[config.mk]
export PLATFORM = sky130hd
export DESIGN_NAME = seq_controller_param
export DESIGN_NICKNAME = d
export VERILOG_FILES = /design/src/rtl/seq_controller_param.sv
export SDC_FILE = /design/constraint.sdc
export NUM_CORES = 1
export LEC_CHECK = 0
export ABC_AREA = 1
export BUFFER_PORTS_ARGS = -buffer_cell sky130_fd_sc_hd__buf_2
export CORE_MARGIN = 2
export CORE_UTILIZATION = 51
export CTS_CLUSTER_SIZE = 10
export DETAILED_ROUTE_END_ITERATION = 12
export PLACE_DENSITY = 0.91
export SLEW_MARGIN = 30
export SYNTH_ARGS = -nofsm -noshare
export SYNTH_HDL_FRONTEND = slang
export SYNTH_SLANG_ARGS = --single-unit
[constraint.sdc]
create_clock -name clk -period 4.4 [get_ports clk]
set_input_delay 0.44 -clock clk [delete_from_list [all_inputs] [get_ports clk]]
set_output_delay 0.44 -clock clk [all_outputs]
set_load 0.005 [all_outputs]
[src/rtl/seq_controller_param.sv]
// Multi-cycle CPU controller: fetch/decode/execute/memory/write-back sequencing with
// configurable wait states, ARM condition squashing, HLT/resume and a retired counter.
module seq_controller_param #(
  parameter int FETCH_WAIT = 1,
  parameter int MEM_WAIT   = 1,
  parameter int CNT_W      = 4,
  parameter int RET_W      = 16
) (
  input  logic             clk,
  input  logic             rst,
  input  logic [6:0]       opcode,
  input  logic [3:0]       cond,
  input  logic [31:0]      status_reg,
  input  logic             P,
  input  logic             U,
  input  logic             en_status_decode,
  input  logic             mem_ready,
  input  logic             resume,
  output logic             waiting,
  output logic             halted,
  output logic             load_pc,
  output logic [1:0]       sel_pc,
  output logic             load_ir,
  output logic             en_A,
  output logic             en_B,
  output logic             en_S,
  output logic             en_C,
  output logic             sel_shift,
  output logic             sel_A,
  output logic             sel_B,
  output logic             sel_post_shift,
  output logic [2:0]       ALU_op,
  output logic             en_status,
  output logic             w_en1,
  output logic             w_en3,
  output logic             ram_w_en2,
  output logic             retired,
  output logic [RET_W-1:0] instr_count
);

  typedef enum logic [3:0] {
    S_RESET, S_LOAD_PC_START, S_LOAD_PC_LOOP, S_FETCH, S_FETCH_WAIT, S_DECODE,
    S_EXECUTE, S_MEMORY, S_MEMORY_WAIT, S_WRITE_BACK, S_HALTED
  } state_t;

  state_t           r_state;
  logic [CNT_W-1:0] r_cnt;
  logic [RET_W-1:0] r_instr_count;

  logic w_is_alu, w_is_ls, w_is_str, w_is_hlt, w_pass, w_unused;

  function automatic logic cond_pass(input logic [3:0] c, input logic n, z, cf, v);
    case (c)
      4'b0000: cond_pass = z;
      4'b0001: cond_pass = !z;
      4'b0010: cond_pass = cf;
      4'b0011: cond_pass = !cf;
      4'b0100: cond_pass = n;
      4'b0101: cond_pass = !n;
      4'b0110: cond_pass = v;
      4'b0111: cond_pass = !v;
      4'b1000: cond_pass = cf & !z;
      4'b1001: cond_pass = !cf | z;
      4'b1010: cond_pass = (n == v);
      4'b1011: cond_pass = (n != v);
      4'b1100: cond_pass = !z & (n == v);
      4'b1101: cond_pass = z | (n != v);
      default: cond_pass = 1'b1;
    endcase
  endfunction

  function automatic logic [2:0] alu_decode(input logic [2:0] f);
    case (f)
      3'b001, 3'b010: alu_decode = 3'b001;
      3'b011:         alu_decode = 3'b010;
      3'b100:         alu_decode = 3'b011;
      3'b101:         alu_decode = 3'b111;
      default:        alu_decode = 3'b000;
    endcase
  endfunction

  assign w_is_alu = !opcode[6] && (cond != 4'b1111);
  assign w_is_ls  = (opcode[6:5] == 2'b11) || (opcode[6:3] == 4'b1000);
  assign w_is_str = w_is_ls && opcode[4];
  assign w_is_hlt = (opcode == 7'b0000001);
  assign w_pass   = cond_pass(cond, status_reg[31], status_reg[30], status_reg[29], status_reg[28]);
  assign w_unused = ^status_reg[27:0];
  assign instr_count = r_instr_count;

  always_ff @(posedge clk or posedge rst) begin
    if (rst) begin
      r_state       <= S_RESET;
      r_cnt         <= '0;
      r_instr_count <= '0;
    end else begin
      if (retired) r_instr_count <= r_instr_count + RET_W'(1);
      case (r_state)
        S_RESET:         r_state <= S_LOAD_PC_START;
        S_LOAD_PC_START: r_state <= S_FETCH;
        S_LOAD_PC_LOOP:  r_state <= S_FETCH;
        S_FETCH: begin
          r_cnt   <= CNT_W'(FETCH_WAIT - 1);
          r_state <= S_FETCH_WAIT;
        end
        // Both wait states count down first, then hold until the RAM is ready.
        S_FETCH_WAIT, S_MEMORY_WAIT: begin
          if (r_cnt != '0) r_cnt <= r_cnt - CNT_W'(1);
          else if (mem_ready)
            r_state <= (r_state == S_FETCH_WAIT) ? S_DECODE : S_WRITE_BACK;
        end
        S_DECODE: r_state <= S_EXECUTE;
        S_EXECUTE: begin
          if (!w_pass)       r_state <= S_LOAD_PC_LOOP;
          else if (w_is_hlt) r_state <= S_HALTED;
          else               r_state <= S_MEMORY;
        end
        S_MEMORY: begin
          if (!w_is_alu && w_is_ls) begin
            r_cnt   <= CNT_W'(MEM_WAIT - 1);
            r_state <= S_MEMORY_WAIT;
          end else begin
            r_state <= S_WRITE_BACK;
          end
        end
        S_WRITE_BACK: r_state <= S_LOAD_PC_LOOP;
        S_HALTED:     if (resume) r_state <= S_LOAD_PC_LOOP;
        default:      r_state <= S_RESET;
      endcase
    end
  end

  always_comb begin
    waiting        = (r_state != S_HALTED);
    halted         = 1'b0;
    load_pc        = 1'b0;
    sel_pc         = 2'b00;
    load_ir        = 1'b0;
    en_A           = 1'b0;
    en_B           = 1'b0;
    en_S           = 1'b0;
    en_C           = 1'b0;
    sel_shift      = 1'b0;
    sel_A          = 1'b0;
    sel_B          = 1'b0;
    sel_post_shift = 1'b0;
    ALU_op         = 3'b000;
    en_status      = 1'b0;
    w_en1          = 1'b0;
    w_en3          = 1'b0;
    ram_w_en2      = 1'b0;
    retired        = 1'b0;
    case (r_state)
      S_LOAD_PC_START: begin
        load_pc = 1'b1;
        sel_pc  = 2'b01;
      end
      S_LOAD_PC_LOOP: load_pc = 1'b1;
      S_DECODE:       load_ir = 1'b1;
      S_EXECUTE: begin
        if (!w_pass || w_is_hlt) begin
          retired = 1'b1;
        end else if (w_is_alu) begin
          en_A      = opcode[3];
          en_B      = opcode[4];
          en_S      = 1'b1;
          sel_shift = opcode[4] & opcode[5];
        end else if (w_is_ls) begin
          en_A      = 1'b1;
          en_B      = opcode[3];
          en_S      = opcode[3];
          sel_shift = opcode[3];
        end
      end
      S_MEMORY: begin
        en_C = 1'b1;
        if (w_is_alu) begin
          ALU_op    = alu_decode(opcode[2:0]);
          sel_A     = !opcode[3];
          sel_B     = !opcode[4];
          en_status = en_status_decode;
          w_en1     = (opcode[3:0] != 4'b1010);
        end else if (w_is_ls) begin
          ALU_op         = U ? 3'b000 : 3'b001;
          sel_B          = !opcode[3];
          sel_post_shift = !P;
          en_status      = en_status_decode;
          ram_w_en2      = w_is_str;
        end
      end
      S_WRITE_BACK: begin
        w_en3   = (opcode[6:4] == 3'b110) || (opcode[6:3] == 4'b1000);
        retired = 1'b1;
      end
      S_HALTED: halted = 1'b1;
      default: ;
    endcase
  end

endmodule

# Yosys cells after proc, flatten, opt, wreduce, memory -nomap -nowiden
# Cells that the tools add are included.
[totals]
rom_bits = 0
in_bits = 50
latch_bits = 0
wordCells = 132
register_bits = 24
ramBits = 0
memories = 0
[op_classes]
div_mod_pow = 0
n_eq_ne = 42
n_mux = 55
shift = 0
n_bitwise = 5
n_lt_le_gt_ge = 0
reduce_logical = 25
addsub = 2
n_mul = 0
[op_table]
columns = ["cell", "n"]
rows = [
  ["4-bit == test (second input constant)", 10],
  ["1-bit two-way mux", 40],
  ["4-bit one-hot mux with 9 select lines", 1],
  ["4-bit by 3-bit == test with 1-bit output (second input constant)", 8],
  ["4-bit two-way mux", 8],
  ["16-bit by 1-bit adder with 16-bit output (second input constant)", 1],
  ["4-bit by 2-bit == test with 1-bit output (second input constant)", 4],
  ["1-bit one-hot mux with 14 select lines", 1],
  ["4-bit inequality test (second input constant)", 3],
  ["3-bit one-hot mux with 4 select lines", 1],
  ["4-bit one-hot mux with 3 select lines", 1],
  ["1-bit logical NOT", 10],
  ["2-bit inequality test (second input constant)", 5],
  ["3-bit == test (second input constant)", 3],
  ["4-bit by 1-bit == test with 1-bit output (second input constant)", 2],
  ["4-bit logical NOT", 2],
  ["7-bit by 1-bit == test with 1-bit output (second input constant)", 1],
  ["3-bit by 2-bit == test with 1-bit output (second input constant)", 2],
  ["3-bit two-way mux", 2],
  ["3-bit AND reduction", 2],
  ["2-bit OR reduction", 3],
  ["4-bit nonzero test", 1],
  ["4-bit by 1-bit subtractor with 4-bit output (second input constant)", 1],
  ["1-bit AND", 3],
  ["9 further kinds", 14],
]

# Logic depth before layout (Yosys ltp)
# Gate-level depths: netlist of run 1.
[depth]
depth_word = 7
mapped_depth = 14
mapped_depth_nobuf = 13

# Worst setup path after synthesis of run 1
# OpenSTA, ideal clock, no wires.
[synth_path]
kind = "input to output"
from = "input port cond[2]"
to = "output port en_B"
path_slack_ns = 2.612
stages = 10
path_buffers = 0
t_arrival_ns = 1.348
path_cell_list = "nand2_1 > inv_1 > nand3_1 > a21oi_1 > nor2_2 > nand2_2 > nand3_1 > nor2_1 > inv_1 > nor2_1"
[synth_via]
elab_chain_len = 6
[synth_lines]
columns = ["element", "line", "rtl"]
rows = [
  ["start, declared", "12", "input logic [3:0] cond,"],
  ["4-bit == test, or another cell as far along", "53", "case (c)"],
  ["1-bit one-hot mux with 14 select lines", "53", ""],
  ["1-bit logical NOT", "160", "if (!w_pass || w_is_hlt) begin"],
  ["1-bit logical OR", "160", ""],
  ["1-bit two-way mux *", "160", ""],
  ["1-bit two-way mux *", "152", "case (r_state)"],
  ["end, declared", "25", "output logic en_B,"],
]
# Every way passes the cells marked *; elsewhere a longest branch is shown, timed or not.

# Worst setup path after layout of run 1
[layout_path]
from = "register r_state[2]"
to = "output port retired"
[layout_via]
elab_chain_len = 2
[layout_lines]
columns = ["element", "line", "rtl"]
rows = [
  ["start, declared", "46", "state_t r_state;"],
  ["start signal, assigned", "109", "r_state <= (r_state == S_FETCH_WAIT) ? S_DECODE : S_WRITE_BACK;"],
  ["4-bit == test / 4-bit by 3-bit == test with 1-bit output (equally long branches)", "152", ""],
  ["1-bit one-hot mux with 2 select lines *", "152", ""],
  ["end, declared", "37", "output logic retired,"],
]
# Marks and branches as above.

==> flow_summary.toml, run 1 <==
[run_status]
status = "complete, no violations"

[cells_and_area]
final_common_cell = "nand2_1"
final_cell_mix = "74 x nand2_1, 58 x buf_2, 37 x inv_1, 37 x nand3_1, 30 x nor2_1"
multi_input_area_um2 = 1110
antennaDiodeCount = 0
fillers = 335
design_area_um2 = 2250
finalNetCount = 398
area_growth_pct = 18.6
seq_area_um2 = 601
utilization = 0.623
layout-drive-gt1-share = 0.233

[global_routing]
grt_pass1_wl_mm = 7.78
antenna_found_initial = 0
grt_max_degree = 25
grt_pass1_vias = 1871
grt_usage = 0.226
grt_overflow = 0

[clock_tree]
cts_resized = 0
clk-insertion-delay-late_ns = 0.27
numCtsBuffers = 3
cts_sinks = 24
cts_tree = "yes"
clockBufferDepth = 2
clk_pin_slew_worst_paths_ns = 0.08
cts.hold.buffers_added = 0
clockRootBuffer = "clkbuf_8"
htree_num_levels = 1
cts_setup_buffers = 0

[sta]
rsz0062_at_grt = "false"
setup_violations = 0
drv_slew = 0
setup-tns-final_ns = 0
whs_ns = 0.184
min_period_ns = 2.28
period_share = 0.517
hold_violations = 0
fin_skew_ns = 0.00511
max_freq_ghz = 0.439

[detailed_routing]
viasPerCell = 5.15
drt_wl_total_mm = 4.53
dr_total_vias = 2019
ant_nets = 0
first_iter_violations = 217
routedWlPerCell_um = 11.5
drc_errors = 0
firstDrtPassIters = 4

[synthesis]
ys_warn_count = 0
ys_seq_area_frac = 0.317
ys_ff_latch = 24
synthesis.area_um2 = 1890
synth_cell_types = 31
synthFlopType = "dfrtp_1"
syn_avg_cell_area_um2 = 6.60
netlist_instances = 287
syn_nets = 339
async_reset_ff_frac = 1.00
synth-edff-count = 0

[worst_setup_path]
cp_max_fo = 18
cp-start-kind = "register"
path_class = "register to output pin"
required_ns = 3.96
cp-end-kind = "output pin"
cp.arrival_ns = 1.84

[floorplanning]
rows = 22
die_w_um = 64.9
coreArea_um2 = 3610
start_util = 0.525
die_h_um = 64.9
io_pins = 88
die_area_um2 = 4220

[placed_design]
dp_hpwl_mm = 3.46
gp_congestion = 0.906
dpl-instance-area_um2 = 2210
io_buffers = 58

[job]
cap_violations = 0

[power]
ir_drop_mv = 0.186
powerDensity_nw_per_um2 = 388
total_power_w = 0.000872
p_leak_nw = 1.32

[worst_hold_path]
hold_path_class = "input pin to async pin"
## state kept, by name, indices dropped and copies added, names as in the netlist
signal	count
r_state	4
r_cnt	4
instr_count	16
## layer usage
| metal | up-vias | part of all wire | global-route usage |
|---|---|---|---|
| li1 | 1038 | - | - |
| met1 | 925 | 0.45 | 0.281 |
| met2 | 51 | 0.50 | 0.402 |
| met3 | 5 | 0.043 | 0.0260 |
| met4 | 0 | 0.013 | 0.0798 |
| met5 | - | 0 | 0 |
## path summary, 6_finish.rpt
check / startpoint / endpoint / slack, ns / cells past startpoint
max in group asynchronous: rst / r_cnt[1] / 3.87 / 2
hold / removal: rst / instr_count[6] / 0.18 / 2
setup / recovery: r_state[2] / retired / 2.12 / 6
min in group clk: r_cnt[1] / r_cnt[1] / 0.50 / 2
hold reg to reg: r_cnt[1] / r_cnt[1] / 0.50 / 2
setup reg to reg: r_state[3] / r_cnt[2] / 2.66 / 9
## synth_stat cells (3+ instances only)
library cell | count | area share
a21oi_1 | 13 | 0.034
dfrtp_1 | 24 | 0.32
inv_1 | 38 | 0.075
nand2_1 | 74 | 0.15
nand2_2 | 11 | 0.036
nand3_1 | 37 | 0.098
nand4_1 | 3 | 0.0099
nor2_1 | 30 | 0.059
nor3_1 | 9 | 0.024
o21ai_0 | 10 | 0.026
xnor2_1 | 4 | 0.018
xor2_1 | 10 | 0.046
## through the flow
step	instances	setup WS [ns]
2_1_floorplan	287	2.61
3_3_place_gp	389	2.26
3_5_place_dp	389	2.25
4_1_cts	392	2.14
5_1_grt	392	1.94
6_report	392	2.12
## cells by family after synthesis
group,after synthesis,synth area share
compound gates,29,0.0859
flops,24,0.317
simple gates,174,0.419
xor+xnor,14,0.0647
other cells,1,0.00198
fa+ha+maj,2,0.0132
buf+inv,43,0.0978
## report_power, final
group          switching [W]  internal [W]
clock              0.0000700     0.0000614
combinational       0.000268      0.000151
sequential         0.0000534      0.000268
total               0.000391      0.000481
## critical path, stage by stage, from the launching register on
cell and delay (ns):
dfrtp_1 0.44, inv_1 0.09, nand2_1 0.10, inv_1 0.10, nand3_2 0.36, nand2_8 0.32
buf_2 0.15
## area by class of cell
class                      instances  share of cell area
clock buffer                       3              0.0184
inverter                          39              0.0651
multi-input combinational        220               0.493
sequential                        24               0.267
tap                               48              0.0267
timing repair buffer              58               0.129
(Power assumes the default switching activity.)
==> run 2, diff against run 1 <==
--- a/config.mk
+++ b/config.mk
@@ -8,10 +8,10 @@
 export ABC_AREA = 1
 export BUFFER_PORTS_ARGS = -buffer_cell sky130_fd_sc_hd__buf_2
 export CORE_MARGIN = 2
-export CORE_UTILIZATION = 51
+export CORE_UTILIZATION = 47
 export CTS_CLUSTER_SIZE = 10
 export DETAILED_ROUTE_END_ITERATION = 12
-export PLACE_DENSITY = 0.91
+export PLACE_DENSITY = 0.85
 export SLEW_MARGIN = 30
 export SYNTH_ARGS = -nofsm -noshare
 export SYNTH_HDL_FRONTEND = slang
==> constraint.sdc (replaced) <==
create_clock -name clk -period 2.23 [get_ports clk]
set_input_delay 0.223 -clock clk [delete_from_list [all_inputs] [get_ports clk]]
set_output_delay 0.223 -clock clk [all_outputs]
set_load 0.005 [all_outputs]
==> run 2 against run 1 <==
Combinational power grew 97%. Clock-buffer cell count is the same. Cell count grew 1.5%. Sequential share of layout area shrank 0.67 points. Clock skew grew 0.0044 ns. Clock power grew to 3.0 times the previous value. Total power grew 110%. Die area grew 8.0%. Sequential cell count is the same. First-iteration DRC count shrank 41%. Via count shrank 0.25%. Largest cell class unchanged. Highest routed layer unchanged.
==> flow_summary.toml, run 2 (synthesized netlist as in run 1, its figures left out) <==
[global_routing]
antenna_found_initial = 0
grt_pass1_wl_mm = 6.98
grt_overflow = 0
grt.met3_usage = 0.0233
grt_pass1_vias = 1711
gr-usage-met1 = 0.249
use_met2 = 0.337
busiest_layer = "met2"
grt_max_degree = 25
grt_usage = 0.193

[clock_tree]
cts_sinks = 24
clockBufferDepth = 2
clk_pin_slew_worst_paths_ns = 0.08
htree_num_levels = 1
numCtsBuffers = 3
clockRootBuffer = "clkbuf_8"
cts_tree = "yes"
clk-insertion-delay-late_ns = 0.27

[placed_design]
pre_cts_slack_ns = 0.504
dp_hpwl_mm = 3.35
io_buffers = 58
gp_congestion = 0.887

[cells_and_area]
layout-drive-gt1-share = 0.236
finalNetCount = 401
final_common_cell = "nand2_1"
area_growth_pct = 21.7
largest_reg_flops = 16
fillers = 371
final_cell_mix = "74 x nand2_1, 58 x buf_2, 38 x inv_1"
antennaDiodeCount = 0

[worst_hold_path]
hold_depth = 3
worstHoldStart = "resume"
hold_path_class = "input pin to register"
min_delay_worst_endpoint = "r_state[3]"

[floorplanning]
die_h_um = 67.5
coreArea_um2 = 3940
die_w_um = 67.5
die_area_um2 = 4550
rows = 23
start_util = 0.480
io_pins = 88

[run_status]
status = "complete, no violations"

[power]
p_leak_nw = 1.35
ir_drop_mv = 0.401
powerDensity_nw_per_um2 = 797

[detailed_routing]
ant_nets = 0
drt_wl_total_mm = 4.33
viasPerCell = 5.06
dr_total_vias = 2014
routedWlPerCell_um = 10.9
drc_errors = 0
first_iter_violations = 127
firstDrtPassIters = 4

[sta]
setup_slack_ns = 0.214
rsz0062_at_grt = "false"
max_freq_ghz = 0.496
min_period_ns = 2.02
hold_violations = 0
fin_skew_ns = 0.00949
drv_slew = 0
period_share = 0.904
setup-tns-final_ns = 0
setup_violations = 0

[worst_setup_path]
reg2reg_from = "r_state[3]"
cp_max_fo = 5
crit_family = "simple AND/OR/NAND/NOR gates"
cp-start-kind = "register"
required_ns = 2.01
cp.arrival_ns = 1.79
r2r_end = "r_cnt[2]"
cpPeakStageDelay_ns = 0.42
cp-end-kind = "output pin"
cp_cell_sequence = "inv_1 -> nand2_1 -> nor2_1 -> nand3_1 -> nor2_1 -> inv_1 -> nor2_1 -> buf_2"
path_class = "register to output pin"
ff2ff_setup_slack_ns = 0.51
crit_slowest_cell = "dfrtp_1"
r2r_cells = 9
critPathMostFrequentCell = "nor2_1"
crit_buf_inv = 3

[job]
cap_violations = 0
run 2: changes by cell type in the layout (fill, tap and decap cells not counted), sizes merged:
cell and delta:
bufinv +1, buf +2, dlygate4sd3 +1
run 2: worst reg2reg max path, stage by stage, from the launching register on:
cell and delay, ns:
dfrtp_1 0.42, inv_1 0.09, nand2_1 0.15, nor2_2 0.31, nand2_1 0.13, nand2_1 0.17
inv_1 0.11, nand2_1 0.09, nand2_1 0.05, a21oi_1 0.11
run 2: final cells by class:
class,count,area [um2],area share
Sequential cell,24,601,0.261
Multi-Input combinational cell,220,1110,0.481
Tap cell,50,62.6,0.0271
Inverter,39,146,0.0635
Timing Repair Buffer,61,315,0.137
Clock buffer,3,41.3,0.0179
Clock inverter,1,30.0,0.0130
run 2: through the flow:
step	hold WS [ns]	area (um2)	total power [W]	cells	util
final	0.320	2300	0.00184	398	0.585
after global routing	0.343	2300	0.00197	398	0.585
after CTS	0.316	2300	0.00184	398	0.585
after detailed placement	0.287	2220	0.00145	393	0.564
after global placement	0.283	2220	0.00143	393	0.564
after floorplan	0.238	1890	0.00123	287	-
run 2: how the worst max path moves through the flow:
| stage | startpoint | slack, ns | end | cells past startpoint |
|---|---|---|---|---|
| after floorplan | r_state[3] | 0.72 | en_B | 7 |
| after global placement | cond[3] | 0.52 | retired | 11 |
| after detailed placement | cond[3] | 0.50 | retired | 11 |
| after CTS | r_state[3] | 0.20 | sel_shift | 8 |
| after global routing | r_state[3] | 0.03 | en_B | 8 |
| final | r_state[3] | 0.21 | sel_shift | 8 |
run 2: power breakdown:
part	internal [W]	switching [W]	leakage, nW
registers	0.000529	0.0000949	0.322
logic	0.000304	0.000521	0.994
clock network	0.000240	0.000148	0.0357
run 2: repair_timing:
action | CTS | global route
endpoints found under the hold margin | 14 | 0
setup buffers | 0 | 0
hold buffers | 1 | 0
gates resized for setup | 0 | 0
run 2: per-layer routing:
metal / up-vias / wire length, um
met5: - / 0
met4: 0 / 37
met3: 6 / 236
met2: 67 / 2100
met1: 894 / 1950
li1: 1047 / -
